==> config.mk <==
export PLATFORM = sky130hd
export DESIGN_NAME = hamming_coder_12_8
export DESIGN_NICKNAME = d
export VERILOG_FILES = /design/src/rtl/hamming_coder_12_8.sv
export SDC_FILE = /design/constraint.sdc
export NUM_CORES = 1
export LEC_CHECK = 0
export ABC_AREA = 0
export BUFFER_PORTS_ARGS = -buffer_cell sky130_fd_sc_hd__buf_2
export CAP_MARGIN = 10
export CORE_MARGIN = 1.5
export CORE_UTILIZATION = 41
export DETAILED_ROUTE_END_ITERATION = 8
export PLACE_DENSITY_LB_ADDON = 0.08
export REMOVE_ABC_BUFFERS = 1
export SETUP_SLACK_MARGIN = 0.3
export SLEW_MARGIN = 10
export SYNTH_ARGS = -nofsm -noshare
export SYNTH_HDL_FRONTEND = slang
export SYNTH_SLANG_ARGS = --single-unit
export TNS_END_PERCENT = 30
==> constraint.sdc <==
create_clock -name clk -period 0.8 [get_ports clk]
set_input_delay 0.16 -clock clk [delete_from_list [all_inputs] [get_ports clk]]
set_output_delay 0.16 -clock clk [all_outputs]
set_load 0.01 [all_outputs]
==> src/rtl/hamming_coder_12_8.sv <==
// Hamming(12,8) SEC encoder and independent single-error-correcting decoder.
// Each half is one register stage with purely combinational logic in front.
module hamming_coder_12_8 (
  input  logic        clk,
  input  logic        rst_n,
  input  logic [7:0]  data,
  output logic [11:0] hc_out,
  input  logic [11:0] hc_in,
  output logic [7:0]  q
);

  logic [11:0] hc_d, hc_q;
  logic [7:0]  q_d, q_q;
  logic [3:0]  syndrome;
  logic [11:0] flip_mask;
  logic [11:0] fixed;

  // Encoder: codeword position p lives at bit p-1; parity at positions 1, 2, 4, 8.
  always_comb begin
    // NOTE: every combinational output gets a default first, so no path can infer a latch.
    hc_d        = '0;
    hc_d[0]     = data[0] ^ data[1] ^ data[3] ^ data[4] ^ data[6];
    hc_d[1]     = data[0] ^ data[2] ^ data[3] ^ data[5] ^ data[6];
    hc_d[2]     = data[0];
    hc_d[3]     = data[1] ^ data[2] ^ data[3] ^ data[7];
    hc_d[6:4]   = data[3:1];
    hc_d[7]     = data[4] ^ data[5] ^ data[6] ^ data[7];
    hc_d[11:8]  = data[7:4];
  end

  // Syndrome bit k covers every received position whose index has bit k set.
  always_comb begin
    syndrome    = '0;
    syndrome[0] = hc_in[0] ^ hc_in[2] ^ hc_in[4] ^ hc_in[6] ^ hc_in[8] ^ hc_in[10];
    syndrome[1] = hc_in[1] ^ hc_in[2] ^ hc_in[5] ^ hc_in[6] ^ hc_in[9] ^ hc_in[10];
    syndrome[2] = hc_in[3] ^ hc_in[4] ^ hc_in[5] ^ hc_in[6] ^ hc_in[11];
    syndrome[3] = hc_in[7] ^ hc_in[8] ^ hc_in[9] ^ hc_in[10] ^ hc_in[11];
  end

  // Syndromes 13..15 point past the codeword: leave the word untouched.
  always_comb begin
    flip_mask = '0;
    if (syndrome != 4'd0 && syndrome <= 4'd12) begin
      flip_mask = 12'h001 << (syndrome - 4'd1);
    end
    fixed = hc_in ^ flip_mask;
    q_d   = {fixed[11:8], fixed[6:4], fixed[2]};
  end

  always_ff @(posedge clk or negedge rst_n) begin
    if (!rst_n) begin
      hc_q <= '0;
      q_q  <= '0;
    end else begin
      // NOTE: registered state uses non-blocking assignment so every flop samples pre-edge values.
      hc_q <= hc_d;
      q_q  <= q_d;
    end
  end

  assign hc_out = hc_q;
  assign q      = q_q;

endmodule

# Word-level counts from Yosys, hierarchy flattened
# Index checks and enable logic that the tools add are counted.
# word_totals
inputBits,22
word_cells,41
ff_bits,20
out_inout_bits,20
# classes
order_cmp,1
n_bitwise,33
muxes,1
n_shift,1
n_reduce_logical,2
add_sub_neg,1
# ops
operator,count
$xor 1x1->1,32
$mux 12,1
$shl 1x4->12 const A,1
$xor 12x12->12,1
$le 4x4->1 const B,1
$reduce_bool 4->1,1
$sub 4x1->4 const B,1
$logic_and 1x1->1,1

# Depth between registers and ports, before layout
# logic_depth
depth_word,9
depth_mapped,4
ltp_nobuf,4

# Worst setup path after synthesis
# No wires, ideal clock.
# synth_path
path_kind,in2reg
start,input port hc_in[5]
end,"register q_q[4], in the netlist q[4]"
n_path_buf,0
setup_time_ps,79
t_arrival_ps,1299
cell_stages,4
t_required_ps,721
slack_ps,-578
cell_sequence,xnor2_1 -> xnor3_1 -> nor4b_2 -> xor2_1
# synth_between
elab_chain_len,8
word_cells_on_any_way,14
cone_classes,add/sub: 1; order compare: 1; shift: 1; mux: 1; bitwise: 8; reduce/logical: 2
# synth_rtl
item,line_no,text
start: declaration,8,"input logic [11:0] hc_in,"
$xor 1x1->1 (4 in a row),35,syndrome[1] = hc_in[1] ^ hc_in[2] ^ hc_in[5] ^ hc_in[6] ^ hc_in[9] ^ hc_in[10];
$sub 4x1->4 (tied with other cells),44,flip_mask = 12'h001 << (syndrome - 4'd1);
$shl 1x4->12 or $logic_and 1x1->1 (tied branches),"44, 43",
$mux 12 (*),43,if (syndrome != 4'd0 && syndrome <= 4'd12) begin
$xor 12x12->12 (*),46,fixed = hc_in ^ flip_mask;
named net fixed[8],16,logic [11:0] fixed;
end signal: assignment,57,q_q <= q_d;
end: declaration,13,"logic [7:0] q_d, q_q;"
# Mark *: on every way through the listed nets, which the timed path passes. The rest lies on a longest branch.

# Worst setup path after layout
# layout_path
start,input port hc_in[7]
end,"register q_q[5], in the netlist q[5]"
# layout_between
elab_chain_len,8
word_cells_on_any_way,11
cone_classes,add/sub: 1; order compare: 1; shift: 1; mux: 1; bitwise: 5; reduce/logical: 2
# layout_rtl
item,line_no,text
$xor 1x1->1 (*) (4 in a row),37,syndrome[3] = hc_in[7] ^ hc_in[8] ^ hc_in[9] ^ hc_in[10] ^ hc_in[11];
$sub 4x1->4 (tied with other cells),44,
$shl 1x4->12 or $logic_and 1x1->1 (tied branches),"44, 43",
$mux 12 (*),43,
$xor 12x12->12 (*),46,
named net fixed[9],16,
# Marks and branches as above.

==> flow_results.xml <==
<?xml version="1.0" encoding="UTF-8"?>
<metrics>
  <group name="floorplan">
    <metric name="die-width" unit="um">51.8</metric>
    <metric name="die_height" unit="um">51.8</metric>
    <metric name="total_number_of_placement_rows" unit="">17</metric>
    <metric name="floorplan.core_area" unit="um^2">2230</metric>
    <metric name="floorplan.io_pins" unit="">42</metric>
    <metric name="dieArea" unit="um^2">2680</metric>
    <metric name="initial_utilization" unit="%">43.7</metric>
  </group>
  <group name="worst_setup_path">
    <metric name="worstPathMaxFanout" unit="">4</metric>
    <metric name="timing.critical_path.to_type" unit="">register</metric>
    <metric name="cp_data_arrival_time" unit="ns">1.47</metric>
    <metric name="setup.worst_path.start_class" unit="">primary input</metric>
    <metric name="endpoint_required_time_on_the_critical_path" unit="ns">1.02</metric>
    <metric name="critical_path_class" unit="">in2reg</metric>
  </group>
  <group name="place">
    <metric name="port_buffers" unit="">41</metric>
    <metric name="hpwlAfterDp" unit="mm">1.47</metric>
    <metric name="dp_cells" unit="">149</metric>
    <metric name="routabilityCongestion" unit="">0.782</metric>
  </group>
  <group name="finish">
    <metric name="antennaDiodeCount" unit="">0</metric>
    <metric name="area_growth_syn_to_layout" unit="%">61.9</metric>
    <metric name="multiInputGateArea" unit="um^2">597</metric>
    <metric name="finish.net_count" unit="">151</metric>
    <metric name="final_cell_count_no_fill" unit="">155</metric>
    <metric name="final_layout_size_suffix_gt1_share" unit="%">63.8</metric>
    <metric name="final-seq-area" unit="um^2">500</metric>
    <metric name="filler_cell_count" unit="">175</metric>
  </group>
  <group name="detailed_routing">
    <metric name="drt_first_pass_iters" unit="">2</metric>
    <metric name="num_vias" unit="">687</metric>
    <metric name="vias_per_cell" unit="">4.43</metric>
    <metric name="postRouteWirelength" unit="mm">1.88</metric>
    <metric name="ant_nets" unit="">0</metric>
    <metric name="wl_per_cell" unit="um">12.1</metric>
    <metric name="drc_viols" unit="">0</metric>
    <metric name="drt_iter0_markers" unit="">1</metric>
  </group>
  <group name="timing">
    <metric name="timing.final.setup_violations" unit="">28</metric>
    <metric name="final.hold.worst_slack" unit="ns">-0.206</metric>
    <metric name="fin_crit_sh" unit="%">156</metric>
    <metric name="slew_headroom" unit="%">70.7</metric>
    <metric name="finalMaxSlewViolations" unit="">0</metric>
    <metric name="finalCriticalPeriod" unit="ns">1.25</metric>
    <metric name="timing_worst_slew_pin_value" unit="ns">0.440</metric>
    <metric name="timing_hold_violations_final" unit="">22</metric>
    <metric name="timing.final.ws_setup" unit="ns">-0.451</metric>
    <metric name="grt_setup_unrepaired" unit="">true</metric>
    <metric name="fmax" unit="GHz">0.799</metric>
  </group>
  <group name="clock_tree">
    <metric name="clock_path_buffers" unit="">2</metric>
    <metric name="cts_htree_levels" unit="">1</metric>
    <metric name="cts_made_buffers" unit="">3</metric>
    <metric name="cts_tree" unit="">yes</metric>
    <metric name="clk_pin_slew_worst_paths" unit="ns">0.10</metric>
    <metric name="clock-root-buffer" unit="">sky130_fd_sc_hd__clkbuf_4</metric>
    <metric name="cts.sinks" unit="">20</metric>
  </group>
  <group name="power_and_ir_drop">
    <metric name="power.leakage" unit="nW">0.756</metric>
    <metric name="sum_of_internal_switching_and_leakage_power" unit="mW">2.90</metric>
    <metric name="power_density" unit="nW/um^2">1840</metric>
    <metric name="vdd_drop_max" unit="mV">1.39</metric>
  </group>
  <group name="synthesis">
    <metric name="yosys_warnings" unit="">0</metric>
    <metric name="synth.avg_cell_area" unit="um^2">15.5</metric>
    <metric name="syn-instance-count" unit="">63</metric>
    <metric name="netlist_area" unit="um^2">976</metric>
    <metric name="synth_seq_cells" unit="">20</metric>
    <metric name="synth_sequential_area_ratio" unit="%">51.3</metric>
    <metric name="distinct_cell_type_count_after_synthesis" unit="">12</metric>
  </group>
  <group name="run_status">
    <metric name="failed_checks" unit="">hold timing, setup timing</metric>
    <metric name="status" unit="">finished, violations left</metric>
  </group>
  <group name="worst_hold_path">
    <metric name="hold_class" unit="">in2async</metric>
  </group>
  <group name="grt">
    <metric name="via_count_of_the_first_global_routing_pass" unit="">670</metric>
    <metric name="grt_max_degree" unit="">21</metric>
    <metric name="grt.total_usage" unit="%">16.4</metric>
    <metric name="grt_first_pass_wirelength" unit="mm">3.11</metric>
    <metric name="grt.overflow.total" unit="">0</metric>
    <metric name="grt_antenna_before_repair" unit="">0</metric>
  </group>
  <group name="job">
    <metric name="maxCapViolCount" unit="">0</metric>
  </group>
</metrics>
==> worst paths after layout <==
kind                           from   endpoint
worst max-delay path       hc_in[7]       q[5]
worst min-delay path          rst_n  hc_out[7]
max in group asynchronous     rst_n       q[1]
min in group clk            data[3]  hc_out[6]
==> synth_stat cells <==
cell type	count	area, um^2
sky130_fd_sc_hd__dfrtp_1	20	500
sky130_fd_sc_hd__nor4_2	2	25.0
sky130_fd_sc_hd__xor2_1	6	52.6
sky130_fd_sc_hd__xnor3_1	3	67.6
sky130_fd_sc_hd__xnor2_1	22	193
sky130_fd_sc_hd__nand4_1	3	18.8
sky130_fd_sc_hd__xor3_1	1	23.8
sky130_fd_sc_hd__nor4b_2	2	30.0
sky130_fd_sc_hd__nand4b_1	1	8.76
sky130_fd_sc_hd__xnor2_2	1	16.3
sky130_fd_sc_hd__xor2_2	1	16.3
sky130_fd_sc_hd__xnor3_2	1	23.8
==> placed cells by master, fill, tap and decap left out <==
| cell | n |
|---|---|
| sky130_fd_sc_hd__clkbuf_4 | 3 |
| sky130_fd_sc_hd__buf_4 | 20 |
| sky130_fd_sc_hd__buf_8 | 2 |
| sky130_fd_sc_hd__xor2_1 | 5 |
| sky130_fd_sc_hd__xnor3_2 | 3 |
| sky130_fd_sc_hd__xnor2_2 | 3 |
| sky130_fd_sc_hd__buf_6 | 8 |
| sky130_fd_sc_hd__nand4b_1 | 1 |
| sky130_fd_sc_hd__xor2_2 | 1 |
| sky130_fd_sc_hd__dfrtp_1 | 20 |
| sky130_fd_sc_hd__nand4_1 | 3 |
| sky130_fd_sc_hd__nor4_2 | 2 |
| sky130_fd_sc_hd__xnor2_1 | 16 |
| sky130_fd_sc_hd__nor4b_4 | 1 |
| sky130_fd_sc_hd__buf_2 | 31 |
| sky130_fd_sc_hd__nor4b_2 | 1 |
| sky130_fd_sc_hd__xnor2_4 | 4 |
| sky130_fd_sc_hd__xnor3_1 | 1 |
| sky130_fd_sc_hd__xor2_4 | 1 |
| sky130_fd_sc_hd__xor3_2 | 1 |
==> layout make-up <==
cell class                      count  area share, %
Multi-Input combinational cell     43           37.8
Clock buffer                        3           1.43
Timing Repair Buffer               61           26.9
Tap cell                           28           2.22
Sequential cell                    20           31.7
==> sequential cells by signal (all words and copies together) (netlist names) <==
register / count
hc_out: 12
q: 8
==> where the power goes <==
group	internal, mW	total (mW)	switching, mW
Sequential	1.15	1.19	0.0347
Clock	0.175	0.445	0.270
Combinational	0.698	1.27	0.571
Total	2.02	2.90	0.876
==> through the flow <==
stage	hold slack [ns]	instance area [um^2]	setup WS, ns	TNS, ns	utilization [%]
after detailed placement	0.128	1340	-0.844	-6.80	60.2
after floorplan	-0.136	976	-0.578	-4.33	-
after global placement	0.120	1340	-0.816	-6.47	60.2
after CTS	-0.200	1540	-0.436	-6.32	69.1
after global routing	-0.199	1580	-0.506	-7.42	70.8
final	-0.206	1580	-0.451	-6.10	70.8
==> logic make-up (layout without fill, tap and decap cells) <==
kind of cell,after synthesis,in the layout,share of synthesized area (%)
simple gates,8,8,8.46
xor+xnor,35,35,40.3
flops,20,20,51.3
buf+inv,0,64,0
==> worst max-delay path, stage by stage <==
cell and delay [ns]:
sky130_fd_sc_hd__buf_6 0.07, sky130_fd_sc_hd__xnor3_1 0.41, sky130_fd_sc_hd__xnor2_2 0.18, sky130_fd_sc_hd__buf_4 0.16, sky130_fd_sc_hd__nor4_2 0.32, sky130_fd_sc_hd__xor2_1 0.17
==> per-layer routing <==
metal,track usage [%],vias to the layer above,routed length [um]
met1,21.4,319,828
met5,0,-,0
met2,26.1,29,905
met3,5.75,2,137
met4,3.95,0,6
li1,-,337,-
==> repair_timing <==
item,in CTS,in global routing
pin swaps,18,5
gates resized for setup,31,4
buffers inserted,3,0
setup endpoints to repair,31,31
hold endpoints to repair,22,25
(Power assumes the default switching activity.)
